$ cat config.mk
export PLATFORM = sky130hd
export DESIGN_NAME = mem_stage_ctrl
export DESIGN_NICKNAME = d
export VERILOG_FILES = /design/src/rtl/mem_stage_ctrl_pkg.sv /design/src/rtl/mem_stage_ctrl_dmem_wait_timer.sv /design/src/rtl/mem_stage_ctrl.sv
export SDC_FILE = /design/constraint.sdc
export NUM_CORES = 1
export LEC_CHECK = 0
export CAP_MARGIN = 20
export CORE_AREA = 3 3 134 136
export DETAILED_ROUTE_END_ITERATION = 12
export DIE_AREA = 0 0 137 139
export PLACE_DENSITY = 0.62
export SLEW_MARGIN = 20
export SYNTH_ARGS = -nofsm -noshare
export SYNTH_HDL_FRONTEND = slang
export SYNTH_SLANG_ARGS = --single-unit
$ cat constraint.sdc
create_clock -name Clk -period 2 [get_ports Clk]
set_input_delay 0.4 -clock Clk [delete_from_list [all_inputs] [get_ports Clk]]
set_output_delay 0.4 -clock Clk [all_outputs]
set_load 0.02 [all_outputs]
$ cat src/rtl/mem_stage_ctrl_pkg.sv
// mem_stage_ctrl_pkg: MEM-stage FSM state encodings shared by the MEM stage files
package mem_stage_ctrl_pkg;
    typedef enum logic [1:0] {
        MS_IDLE = 2'd0,
        MS_WAIT = 2'd1,
        MS_ERR  = 2'd2
    } ms_state_e;
endpackage

$ cat src/rtl/mem_stage_ctrl_dmem_wait_timer.sv
// mem_stage_ctrl_dmem_wait_timer: dmem wait-state counter, expired once the count reaches TIMEOUT_CYC
module mem_stage_ctrl_dmem_wait_timer #(
    parameter int TIMEOUT_CYC = 255,
    parameter int CNT_W       = 8
) (
    input  logic clk,
    input  logic rst,
    input  logic clr,
    input  logic inc,
    output logic expired
);
    logic [CNT_W-1:0] wcnt_q, wcnt_d;
    always_comb wcnt_d = clr ? '0 : inc ? wcnt_q + 1'b1 : wcnt_q;
    always_ff @(negedge clk) wcnt_q <= rst ? '0 : wcnt_d;
    assign expired = wcnt_q == CNT_W'(TIMEOUT_CYC);
endmodule

$ cat src/rtl/mem_stage_ctrl.sv
// mem_stage_ctrl: MEM stage branch resolve, dmem req/ack with timeout and MEM/WB register; MEM_OVF_SUPPRESS_EN blocks overflowed accesses
module mem_stage_ctrl
    import mem_stage_ctrl_pkg::*;
#(
    parameter int TIMEOUT_CYC = 255,
    parameter int CNT_W       = 8
) (
    input  logic        Clk,
    input  logic        Rst,
    input  logic [31:0] MEM_ALUout,
    input  logic [31:0] MEM_busB,
    input  logic [31:0] MEM_Btarg,
    input  logic [31:0] MEM_Jtarg,
    input  logic [4:0]  MEM_Rw,
    input  logic        MEM_Zero,
    input  logic        MEM_Overflow,
    input  logic        MEM_RegWr,
    input  logic        MEM_MemtoReg,
    input  logic        MEM_MemWr,
    input  logic        MEM_Branch,
    input  logic        MEM_Jump,
    input  logic [31:0] dmem_rdata,
    input  logic        dmem_ack,
    output logic        dmem_req,
    output logic        dmem_we,
    output logic [31:0] dmem_addr,
    output logic [31:0] dmem_wdata,
    output logic        MEM_PCSrc,
    output logic [31:0] MEM_NextPC,
    output logic        MEM_Stall,
    output logic [31:0] WB_Dout,
    output logic [31:0] WB_ALUout,
    output logic [4:0]  WB_Rw,
    output logic        WB_RegWr,
    output logic        WB_MemtoReg,
    output logic        MemErr
);
    ms_state_e   state_q, state_d;
    logic        sup, acc, req, stall, bub, clr, inc, expired;
    logic        mem_err_q, mem_err_d;
    logic [31:0] wb_dout_q, wb_dout_d, wb_alu_q, wb_alu_d;
    logic [4:0]  wb_rw_q, wb_rw_d;
    logic        wb_regwr_q, wb_regwr_d, wb_mtr_q, wb_mtr_d;
`ifdef MEM_OVF_SUPPRESS_EN
    assign sup = MEM_Overflow;
`else
    logic unused_ovf;
    assign unused_ovf = MEM_Overflow;
    assign sup = 1'b0;
`endif
    always_comb begin
        acc        = (MEM_MemWr | MEM_MemtoReg) & ~sup;
        req        = ~Rst & acc & (state_q != MS_ERR);
        stall      = req & ~dmem_ack;
        state_d    = state_q == MS_IDLE ? (stall ? MS_WAIT : MS_IDLE) :
                     state_q == MS_WAIT ? (dmem_ack ? MS_IDLE : expired ? MS_ERR : MS_WAIT) : MS_IDLE;
        clr        = (state_q == MS_ERR) | (state_q == MS_WAIT & dmem_ack);
        inc        = (state_q == MS_IDLE & stall) | (state_q == MS_WAIT & ~dmem_ack & ~expired);
        mem_err_d  = mem_err_q | (state_q == MS_ERR);
        bub        = (state_q == MS_ERR) | stall;
        wb_alu_d   = bub ? '0 : MEM_ALUout;
        wb_rw_d    = bub ? '0 : MEM_Rw;
        wb_mtr_d   = ~bub & MEM_MemtoReg;
        wb_regwr_d = ~bub & MEM_RegWr & ~sup;
        wb_dout_d  = (~bub & acc & MEM_MemtoReg) ? dmem_rdata : '0;
    end
    // Pipeline registers in this design update on the falling edge.
    always_ff @(negedge Clk) begin
        if (Rst) begin
            state_q    <= MS_IDLE;
            mem_err_q  <= 1'b0;
            wb_dout_q  <= '0;
            wb_alu_q   <= '0;
            wb_rw_q    <= '0;
            wb_regwr_q <= 1'b0;
            wb_mtr_q   <= 1'b0;
        end else begin
            state_q    <= state_d;
            mem_err_q  <= mem_err_d;
            wb_dout_q  <= wb_dout_d;
            wb_alu_q   <= wb_alu_d;
            wb_rw_q    <= wb_rw_d;
            wb_regwr_q <= wb_regwr_d;
            wb_mtr_q   <= wb_mtr_d;
        end
    end
    mem_stage_ctrl_dmem_wait_timer #(.TIMEOUT_CYC(TIMEOUT_CYC), .CNT_W(CNT_W)) u_timer (
        .clk(Clk), .rst(Rst), .clr(clr), .inc(inc), .expired(expired)
    );
    assign dmem_req    = req;
    assign dmem_we     = MEM_MemWr & req;
    assign dmem_addr   = MEM_ALUout;
    assign dmem_wdata  = MEM_busB;
    assign MEM_PCSrc   = (MEM_Branch & MEM_Zero) | MEM_Jump;
    assign MEM_NextPC  = MEM_Jump ? MEM_Jtarg : MEM_Btarg;
    assign MEM_Stall   = stall;
    assign WB_Dout     = wb_dout_q;
    assign WB_ALUout   = wb_alu_q;
    assign WB_Rw       = wb_rw_q;
    assign WB_RegWr    = wb_regwr_q;
    assign WB_MemtoReg = wb_mtr_q;
    assign MemErr      = mem_err_q;
endmodule
==> out/results.ini <==
[outcome]
outcome=finished with violations
violations=setup timing

[synth]
syn-num-nets=506
synth-seq-cells=82
ys_types=35
synth_area_leaders=dfxtp_1 48%, buf_4 14%, mux2_2 11%, and3_1 7.2%, and2_1 6.1%
ys_warn_count=0
synthesis.instances=330
yosysSeqAreaShare_pct=48.5
syn_area_per_cell_um2=10.3
synth_top_area_cell=dfxtp_1
synth_top_area_share_pct=48.5
syn_area_um2=3390

[setup_path]
cp.required_ns=1.60
worst_r2r_startpoint=u_timer.wcnt_q[1]$_SDFFE_NP0P_
crit_type=reg2out
cp-end-kind=output port
crit_arrival_ns=2.34
crit_path_start=state_q[0]$_SDFF_NP0_
reg2reg_depth=6
cp-start-kind=flip-flop
path_max_fanout=2

[cts]
cts.clk_slew.worst_paths_ns=0.07
h-tree-depth=3
cts-buffers-inserted=9
cts_tree=built
clock_latency_ns=0.41
cts.sinks=82
cts_buffer_depth=2
clock-root-buffer=clkbuf_16
ctsHoldBuffers=0

[flow_run]
maxCapViolations=0

[route]
first_iter_violations=105
avgViaCountPerCell=4.15
route.detailed.drc=0
drt-total-wl_mm=14.8
dr.pass1.iters=4
ant_nets=0
vias=3730
wl_per_cell_um=16.4

[power_and_ir_drop]
combPwrFrac_pct=20.5
swShare_pct=32.7
p_leak_nw=3.56
fin_total_pwr_w=0.00515
switchingPower_w=0.00169
ir_drop_v=0.000371
seqPwrFrac_pct=34.0
intPower_w=0.00346
clkPwrFrac_pct=45.5
p_per_area_nw_per_um2=698

[grt]
grt_pass1_vias=4210
grt_first_pass_wirelength_mm=21.2
grt_usage_pct=14.5
grt_max_degree=27
grt_overflow_total=0
antenna_found_initial=0

[cells_and_area]
fill_cells=1554
register_area_um2=1730
multiInputGateArea_um2=1370
fin_nets=844
n_antenna_cell=0
final_util_pct=43.2
area_growth_pct=118
fin_cells=898
drive_gt1_share_pct=43.7

[placement]
dp_hpwl_mm=10.5
io_buffer_count=281
gp_congestion=0.871
dp_cells=785

[sta]
setup_viol=117
fin_ws_ns=-0.742
finClkSkew_ns=0.0295
finalHoldViolations=0
finalMaxSlewViolations=0
tightestPinTransition_ns=0.339
rsz0062_at_grt=yes
slew_headroom_pct=77.2

[die]
die_w_um=137
core_area_um2=17100
design.die.area_um2=19000
chipHeight_um=139
start_util_pct=19.9
io_pins=347
rows=48

[worst_hold_path]
holdCritPathClass=reg2reg
hold_depth=2
hold_path.startpoint=u_timer.wcnt_q[5]$_SDFFE_NP0P_

==> cells in the mapped netlist <==
cell      number
ha_1           1
inv_1          1
nand2_1        8
a211oi_2       1
and3_1        39
nor3b_1        1
o21bai_1       1
nor3b_2        1
nor2b_1        1
o21ai_1        1
nand3b_1       1
nor4_1         1
a21boi_0       1
and2_1        33
or4_1          1
a21oi_1        4
buf_6          1
a21o_1         1
and3b_1        1
or2_2          1
o21ai_0        4
a211o_1        1
mux2i_1        5
o21a_1         1
nor2_1         9
nand3_1        4
nand2b_1       5
buf_2          1
nand4_1        3
buf_4         64
o221ai_1       1
nor3_1         2
dfxtp_1       82
clkbuf_1      16
mux2_2        32
==> registers in the layout, summed over array words and instances, names as in the netlist <==
register,cells
WB_ALUout,32
WB_MemtoReg,1
WB_RegWr,1
state_q,2
WB_Rw,5
u_timer.wcnt_q,8
MemErr,1
WB_Dout,32
==> through the flow <==
stage	setup TNS (ns)	worst slack, ns	instance area, um^2	hold slack, ns
finish	-21.78	-0.742	7380	0.474
global route	-25.07	-0.763	7380	0.513
CTS	-21.95	-0.717	7320	0.475
detailed placement	-104.01	-1.06	6220	0.465
global placement	-99.35	-1.00	6220	0.453
floorplan	-17.72	-0.581	3460	0.443
==> metal layers <==
layer	vias up	GRT usage, %	wire length [um]
met4	0	6.41	204
met5	-	0	0
met3	13	8.24	1810
met1	1711	11.9	4550
met2	282	27.4	8180
li1	1724	-	-
==> cell families (layout without fill, tap and decap cells) <==
group	count (synthesis)	after routing	synth area share [%]
AND/OR/NAND/NOR	111	111	19.4
multiplexers	37	37	12.1
flip-flops	82	82	48.5
adder cells (fa/ha/maj)	1	1	0.369
AO/OA/AOI/OAI	16	16	3.10
buffers and inverters	83	426	16.5
==> power groups by stage <==
stage | Sequential [W] | Clock [W] | Combinational (W)
4_1_cts | 0.00175 | 0.00242 | 0.00105
6_report | 0.00175 | 0.00234 | 0.00106
2_1_floorplan | 0.00182 | 0.000251 | 0.000432
5_1_grt | 0.00175 | 0.00263 | 0.00111
3_5_place_dp | 0.00175 | 0.000251 | 0.00101
3_3_place_gp | 0.00175 | 0.000251 | 0.000998
==> what timing repair did <==
item / in CTS / in global routing
buffers inserted: 11 / 5
endpoints found under the setup margin: 194 / 121
resized for setup: 630 / 31
pin swaps: 17 / 20
cloned: 4 / 1
==> path summary, 6_finish.rpt <==
kind / endpoint / slack, ns
max reg2reg: u_timer.wcnt_q[0]$_SDFFE_NP0P_ / 0.21
min reg2reg: u_timer.wcnt_q[5]$_SDFFE_NP0P_ / 0.47
min: u_timer.wcnt_q[5]$_SDFFE_NP0P_ / 0.47
max: dmem_req / -0.74
==> worst max-delay path: stages, from the launching register on <==
cell and delay (ns):
dfxtp_2 0.38, nor2b_4 0.05, or2_4 0.26, nor2_4 0.11, buf_6 0.13
==> final cells by class <==
class                   count  area share, %
clock buffers               9           3.05
clock inverters            89           5.34
multi-input cells         165           18.6
flip-flops and latches     82           23.5
well taps                 225           3.82
repair buffers            328           45.6
==> layout by cell type (no fill, tap or decap), types with 2 or more instances in the layout <==
| cell type | n |
|---|---|
| dfxtp_1 | 8 |
| buf_6 | 86 |
| dlymetal6s2s_1 | 6 |
| buf_8 | 2 |
| nand2b_1 | 5 |
| a21oi_2 | 3 |
| dlygate4sd2_1 | 37 |
| nor2_4 | 3 |
| nand3_1 | 3 |
| clkdlybuf4s50_1 | 157 |
| and2_1 | 13 |
| dfxtp_2 | 74 |
| clkbuf_16 | 10 |
| o21ai_1 | 2 |
| buf_16 | 2 |
| inv_8 | 4 |
| clkinv_8 | 2 |
| nand2_1 | 7 |
| clkdlybuf4s15_2 | 2 |
| and3_1 | 38 |
| buf_12 | 3 |
| nand4_1 | 3 |
| buf_2 | 2 |
| mux2i_1 | 5 |
| inv_1 | 82 |
| mux2_2 | 32 |
| o21ai_2 | 3 |
| nor2_1 | 6 |
| buf_4 | 30 |
| and2_4 | 20 |
No activity file was read; power rests on OpenSTA's default activity.
